===== src/rtl/uart_rx_pkg.sv =====
// rtl/uart_rx_pkg.sv - shared types and constants for the UART receive controller
//
// Purpose: FSM state encoding, check/evaluate offsets relative to bit centre,
//          default frame width and the prescale value held after reset.
// Ports:   none (package).

package uart_rx_pkg;

  typedef enum logic [2:0] {
    IDLE   = 3'd0,
    START  = 3'd1,
    DATA   = 3'd2,
    PARITY = 3'd3,
    STOP   = 3'd4
  } rx_state_e;

  // Sampler votes edges P/2-1..P/2+1, so the bit is stable at P/2+CHECK_OFS;
  // checker flags come back registered one edge later, at P/2+EVAL_OFS.
  localparam int CHECK_OFS  = 2;
  localparam int EVAL_OFS   = 3;
  localparam int DATA_W_DEF = 8;
  localparam int P_RESET    = 8;

endpackage


===== src/rtl/uart_rx_edge_bit_cnt.sv =====
// rtl/uart_rx_edge_bit_cnt.sv - oversample edge counter and data bit counter
//
// Purpose: counts oversample edges within a bit (0..P-1, wrapping at P-1) and
//          data bit positions, advancing the bit index on each edge wrap.
// Ports:
//   clk, rst   clock, asynchronous active-low reset
//   en         edge counter runs while high
//   clr        forces edge_cnt to 0 (has priority over en)
//   bit_en     allow bit_cnt to advance on the last edge of a bit
//   bit_clr    forces bit_cnt to 0 (has priority over bit_en)
//   p_val      latched oversampling ratio P
//   edge_cnt   current edge index
//   bit_cnt    current data bit index
//   edge_last  high while edge_cnt == P-1

module uart_rx_edge_bit_cnt #(
  parameter int PRESCALE_W = 6
) (
  input  logic                  clk,
  input  logic                  rst,
  input  logic                  en,
  input  logic                  clr,
  input  logic                  bit_en,
  input  logic                  bit_clr,
  input  logic [PRESCALE_W-1:0] p_val,
  output logic [PRESCALE_W-1:0] edge_cnt,
  output logic [3:0]            bit_cnt,
  output logic                  edge_last
);

  assign edge_last = (edge_cnt == (p_val - PRESCALE_W'(1)));

  always_ff @(posedge clk or negedge rst) begin
    if (!rst) begin
      edge_cnt <= '0;
    end else if (clr) begin
      edge_cnt <= '0;
    end else if (en) begin
      edge_cnt <= edge_last ? '0 : edge_cnt + PRESCALE_W'(1);
    end
  end

  always_ff @(posedge clk or negedge rst) begin
    if (!rst) begin
      bit_cnt <= '0;
    end else if (bit_clr) begin
      bit_cnt <= '0;
    end else if (bit_en && edge_last) begin
      bit_cnt <= bit_cnt + 4'd1;
    end
  end

endmodule


===== src/rtl/uart_rx_ctrl.sv =====
// rtl/uart_rx_ctrl.sv - UART receive sequencing controller
//
// Purpose: detects the start-bit fall, runs the per-bit oversample timebase,
//          strobes the start/data/parity/stop datapath at bit centre and turns
//          the checker flags into one data_valid or frame_err pulse per frame.
// Ports:
//   clk, rst        oversampling clock, asynchronous active-low reset
//   rx_in           synchronized serial line, idle high
//   prescale        oversampling ratio P (8, 16 or 32), latched at frame start
//   par_en          frame carries a parity bit, latched at frame start
//   start_err       start checker flag, valid the cycle after start_check_en
//   par_err         parity checker flag, valid the cycle after par_check_en
//   stop_err        stop checker flag, valid the cycle after stop_check_en
//   dat_samp_en     sampler enable, high outside IDLE
//   edge_cnt        oversample edge index within the current bit
//   bit_cnt         data bit index, 0 outside DATA
//   start_check_en  strobe to start checker at edge P/2+2
//   deser_en        strobe to deserializer at edge P/2+2 of each data bit
//   par_check_en    strobe to parity checker at edge P/2+2
//   stop_check_en   strobe to stop checker at edge P/2+2
//   data_valid      one-cycle pulse: clean frame
//   frame_err       one-cycle pulse: parity or stop error

module uart_rx_ctrl
  import uart_rx_pkg::*;
#(
  parameter int DATA_W     = DATA_W_DEF,
  parameter int PRESCALE_W = 6
) (
  input  logic                  clk,
  input  logic                  rst,
  input  logic                  rx_in,
  input  logic [PRESCALE_W-1:0] prescale,
  input  logic                  par_en,
  input  logic                  start_err,
  input  logic                  par_err,
  input  logic                  stop_err,
  output logic                  dat_samp_en,
  output logic [PRESCALE_W-1:0] edge_cnt,
  output logic [3:0]            bit_cnt,
  output logic                  start_check_en,
  output logic                  deser_en,
  output logic                  par_check_en,
  output logic                  stop_check_en,
  output logic                  data_valid,
  output logic                  frame_err
);

  rx_state_e             state;
  logic [PRESCALE_W-1:0] p_lat;
  logic [PRESCALE_W-1:0] half_p;
  logic                  par_en_lat;
  logic                  par_sticky;
  logic                  edge_last;
  logic                  at_chk_pre;
  logic                  at_eval;
  logic                  bit_last;
  logic                  leave;
  logic                  cnt_clr;
  logic                  bit_clr;

  assign half_p = p_lat >> 1;

  // Strobes are registered, so they are set one edge early to be high
  // exactly while edge_cnt == P/2+CHECK_OFS.
  assign at_chk_pre = (edge_cnt == half_p + PRESCALE_W'(CHECK_OFS - 1));
  assign at_eval    = (edge_cnt == half_p + PRESCALE_W'(EVAL_OFS));
  assign bit_last   = (bit_cnt == 4'(DATA_W - 1));

  // Early exits (start glitch, mid-stop-bit exit) reset the timebase together
  // with the state so a following start sees edge 0.
  assign leave   = ((state == START) && at_eval && start_err) ||
                   ((state == STOP) && at_eval);
  assign cnt_clr = (state == IDLE) || leave;
  assign bit_clr = (state != DATA) || (edge_last && bit_last);

  assign dat_samp_en = (state != IDLE);

  uart_rx_edge_bit_cnt #(
    .PRESCALE_W (PRESCALE_W)
  ) u_cnt (
    .clk       (clk),
    .rst       (rst),
    .en        (state != IDLE),
    .clr       (cnt_clr),
    .bit_en    (state == DATA),
    .bit_clr   (bit_clr),
    .p_val     (p_lat),
    .edge_cnt  (edge_cnt),
    .bit_cnt   (bit_cnt),
    .edge_last (edge_last)
  );

  always_ff @(posedge clk or negedge rst) begin
    if (!rst) begin
      state          <= IDLE;
      p_lat          <= PRESCALE_W'(P_RESET);
      par_en_lat     <= 1'b0;
      par_sticky     <= 1'b0;
      start_check_en <= 1'b0;
      deser_en       <= 1'b0;
      par_check_en   <= 1'b0;
      stop_check_en  <= 1'b0;
      data_valid     <= 1'b0;
      frame_err      <= 1'b0;
    end else begin
      start_check_en <= 1'b0;
      deser_en       <= 1'b0;
      par_check_en   <= 1'b0;
      stop_check_en  <= 1'b0;
      data_valid     <= 1'b0;
      frame_err      <= 1'b0;

      case (state)
        IDLE: begin
          if (!rx_in) begin
            state      <= START;
            p_lat      <= prescale;
            par_en_lat <= par_en;
            par_sticky <= 1'b0;
          end
        end

        START: begin
          if (at_chk_pre) start_check_en <= 1'b1;
          // Error check wins over the P-1 boundary when P/2+3 == P-1 (P=8).
          if (at_eval && start_err) begin
            state <= IDLE;
          end else if (edge_last) begin
            state <= DATA;
          end
        end

        DATA: begin
          if (at_chk_pre) deser_en <= 1'b1;
          if (edge_last && bit_last) begin
            state <= par_en_lat ? PARITY : STOP;
          end
        end

        PARITY: begin
          if (at_chk_pre) par_check_en <= 1'b1;
          if (at_eval) par_sticky <= par_err;
          if (edge_last) state <= STOP;
        end

        STOP: begin
          if (at_chk_pre) stop_check_en <= 1'b1;
          if (at_eval) begin
            if (!stop_err && !par_sticky) begin
              data_valid <= 1'b1;
            end else begin
              frame_err <= 1'b1;
            end
            par_sticky <= 1'b0;
            state      <= IDLE;
          end
        end

        default: state <= IDLE;
      endcase
    end
  end

endmodule


===== config.mk =====
export PLATFORM = sky130hd
export DESIGN_NAME = uart_rx_ctrl
export DESIGN_NICKNAME = d
export VERILOG_FILES = /design/src/rtl/uart_rx_pkg.sv /design/src/rtl/uart_rx_edge_bit_cnt.sv /design/src/rtl/uart_rx_ctrl.sv
export SDC_FILE = /design/constraint.sdc
export NUM_CORES = 1
export LEC_CHECK = 0
export ABC_AREA = 1
export CORE_ASPECT_RATIO = 0.75
export CORE_MARGIN = 2
export CORE_UTILIZATION = 50
export CTS_CLUSTER_SIZE = 28
export DETAILED_ROUTE_END_ITERATION = 8
export HOLD_SLACK_MARGIN = 0.1
export PLACE_DENSITY = 0.76
export RECOVER_POWER = 100
export SLEW_MARGIN = 20
export SYNTH_ARGS = -nofsm -noshare
export SYNTH_HDL_FRONTEND = slang
export SYNTH_SLANG_ARGS = --single-unit

===== constraint.sdc =====
create_clock -name clk -period 4 [get_ports clk]
set_clock_uncertainty 0.1 [all_clocks]
set_input_delay 1.2 -clock clk [delete_from_list [all_inputs] [get_ports clk]]
set_output_delay 1.2 -clock clk [all_outputs]
set_load 0.02 [all_outputs]

==> run_results.csv <==
group,metric,value,unit
synthesis,synthMuxAreaShare,0.00616,
worst_hold_path,worstHoldEndpoint,"data_valid",
critical_path,critPathTopFamily,"buffers and inverters",
grt,grt_antenna_before_repair,0,
power,power_density,705,mW/mm^2
critical_path,path_class,"flip-flop to primary output",
cells_and_area,fin_util,0.637,
grt,grt_util_all_layers,0.210,
outcome,status,"finished, final reports clean",
synthesis,syn_inst,260,
sta,tightest_slew,1.42,ns
floorplanning,coreArea,0.00340,mm^2
cells_and_area,n_antenna_cell,0,
synthesis,synth_warnings,0,
routing,vias,1641,
routing,drc,0,
placed_design,pre_cts_slack,1.30,ns
routing,drt_iter0_markers,97,
routing,drt-pass1-iter-count,4,
power,switching_power,774,uW
synthesis,syn-num-nets,279,
grt,grt_pass1_vias,1535,
cells_and_area,syn_to_final_growth,18.4,%
sta,rsz0062_at_grt,"false",
power,sequentialPowerShare,0.317,
placed_design,placedInstanceArea,0.00216,mm^2
power,power_frac_comb,0.578,
clock_tree,postCtsHoldBufs,0,
sta,layout_min_cycle_time,3.12,ns
critical_path,max_stage_delay,0.66,ns
grt,overflow,0,
floorplanning,rows,18,
floorplanning,io_pins,30,
synthesis,ys_seq_elements,27,
sta,worst_hold_slack,0.381,ns
cells_and_area,layout-drive-gt1-share,0.113,
critical_path,critPathBufInv,3,
synthesis,synthAdderAreaFrac,0.0410,
critical_path,regToRegStartpoint,"p_lat[1]",
sta,fin_ws,0.882,ns
cells_and_area,layout_common_cells,"nand2_1 (74), nor2_1 (41), inv_1 (30), dfrtp_1 (26), dlygate4sd3_1 (19)",
placed_design,place.gp.congestion,0.861,
routing,wl_per_cell,11.4,um
synthesis,synth_edf_count,0,
synthesis,synth_top_family_by_area,"simple AND/OR/NAND/NOR gates",
routing,wl,3.89,mm
power,power,1.53,mW
critical_path,startpoint_type,"flip-flop",
clock_tree,cts_setup_buffers,0,
critical_path,arrival,1.82,ns
synthesis,postSynthAreaPerCell,7.04,um^2
sta,hold_violations,0,
power,ir_worst_vdd,0.000383,V
critical_path,reg2regPathDepth,15,
floorplanning,die_h,56.4,um
clock_tree,cts_tree,"done",
placed_design,placed_cells,337,
placed_design,port_buffers,29,
sta,fin_crit_sh,0.779,
synthesis,synth-simple-area-share,0.371,
routing,ant_nets,0,
sta,setup-tns-final,0,ns
critical_path,slowest_stage,"dlygate4sd3_1",
synthesis,synth_top_area_frac,0.356,
worst_hold_path,hp-start,"par_sticky",
synthesis,synthFlopType,"dfrtp_1",
synthesis,synth_compound_area_frac,0.0910,
synthesis,ys_async_sr_fraction,1.00,
sta,relSlewSlack,0.0546,
clock_tree,clock_latency,0.28,ns
critical_path,crit_chain,"nor2_1, inv_1, nor2_1, inv_1, dlygate4sd3_1",
sta,setup-violations-final,0,
cells_and_area,fin_area,0.00217,mm^2
synthesis,synth_seq_area_share,0.370,
floorplanning,dieArea,0.00416,mm^2
grt,grt_max_degree,28,
grt,grt_pass1_wl,6.80,mm
sta,drv_slew,0,
synthesis,synth_area_leaders,"dfrtp_1 (36%), nand2_1 (15%), nor2_1 (8.0%)",
power,leakagePower,1.12,nW
critical_path,end_kind,"primary output",
power,p_int,752,uW
worst_hold_path,hp-class,"flip-flop to flip-flop",
floorplanning,die_x,73.8,um
critical_path,crit_fanout,4,
worst_hold_path,min_path_cells,1,
power,netSwitchingFraction,0.507,
cells_and_area,finalNonFillerCells,341,
cells_and_area,final_common_cell,"nand2_1",
clock_tree,cts_root_buf,"clkbuf_8",
clock_tree,cts_buffers,3,
power,power.share.clock,0.105,
critical_path,r2r_end,"state[1]",
clock_tree,cts.path.max_buffers,2,
cells_and_area,fin_nets,311,
synthesis,yosys.area.top_type,"dfrtp_1",
sta,clock.fmax,0.321,GHz
floorplanning,initial_core_util,0.538,
routing,viasPerCell,4.81,
synthesis,syn_area,0.00183,mm^2
placed_design,hpwl,3.03,mm
synthesis,synth_cell_type_count,30,
clock_tree,path_clk_slew,0.10,ns
synthesis,synth_xor_area_frac,0.0239,
critical_path,cp.required,2.70,ns
critical_path,rrSetupSlack,1.24,ns
clock_tree,cts_sinks,27,
clock_tree,cts_resized,0,
clock_tree,htreeDepth,1,
run,drv_cap,0,
[power groups by stage]
stage               sequential (mW)  combinational, mW  clock (mW)
finish                        0.484              0.881       0.161
global placement              0.486              0.914           0
CTS                           0.482              0.934       0.167
detailed placement            0.487              0.929           0
floorplan                     0.472              0.727           0
global route                  0.500               1.02       0.178
[registers in the layout, indices dropped and copies added (netlist names)]
signal and flops:
data_valid 1, deser_en 1, frame_err 1, p_lat 6, par_check_en 1, par_en_lat 1, par_sticky 1, start_check_en 1
state 3, stop_check_en 1, u_cnt.bit_cnt 4, u_cnt.edge_cnt 6
[worst max path at each step]
stage / startpoint / to / slack [ns] / cells after the start
after floorplan: state[0] / dat_samp_en / 1.88 / 4
after global placement: state[0] / dat_samp_en / 1.37 / 5
after detailed placement: state[1] / dat_samp_en / 1.30 / 5
after CTS: state[1] / dat_samp_en / 0.98 / 5
after global routing: state[1] / dat_samp_en / 0.71 / 5
final: state[1] / dat_samp_en / 0.88 / 5
[synth_stat cells, types with 2 or more instances]
library cell and instances:
nor2_1 39, inv_2 8, buf_6 2, xor2_1 4, inv_1 30, o21ai_1 3
o21ai_0 10, nand2_2 11, ha_1 6, nor3_1 2, nor2_4 4, nand3_1 12
nand2_1 72, nor2_2 4, a21oi_1 13, dfrtp_1 26
[layout make-up]
| class | instances | area (um^2) |
|---|---|---|
| Sequential cell | 27 | 677 |
| Timing Repair Buffer | 30 | 294 |
| Clock inverter | 1 | 7.51 |
| Inverter | 39 | 151 |
| Fill cell | 317 | 1230 |
| Tap cell | 50 | 62.6 |
| Multi-Input combinational cell | 191 | 932 |
| Clock buffer | 3 | 41.3 |
[metal layers]
| metal | global-route usage | part of all wire | up-vias |
|---|---|---|---|
| met5 | 0 | 0 | - |
| met4 | 0.0623 | 0.014 | 0 |
| met3 | 0.0377 | 0.037 | 7 |
| met2 | 0.306 | 0.41 | 36 |
| met1 | 0.316 | 0.54 | 731 |
| li1 | - | - | 867 |
[cell families after synthesis]
| logic type | count (synthesis) |
|---|---|
| AOI/OAI and AO/OA | 30 |
| xor gates and xnor gates | 5 |
| adders and majority gates | 6 |
| buffers and inverters | 42 |
| DFF | 27 |
| muxes | 1 |
| and+or+nand+nor | 149 |
Note: power is estimated with default switching activity, not from simulation.
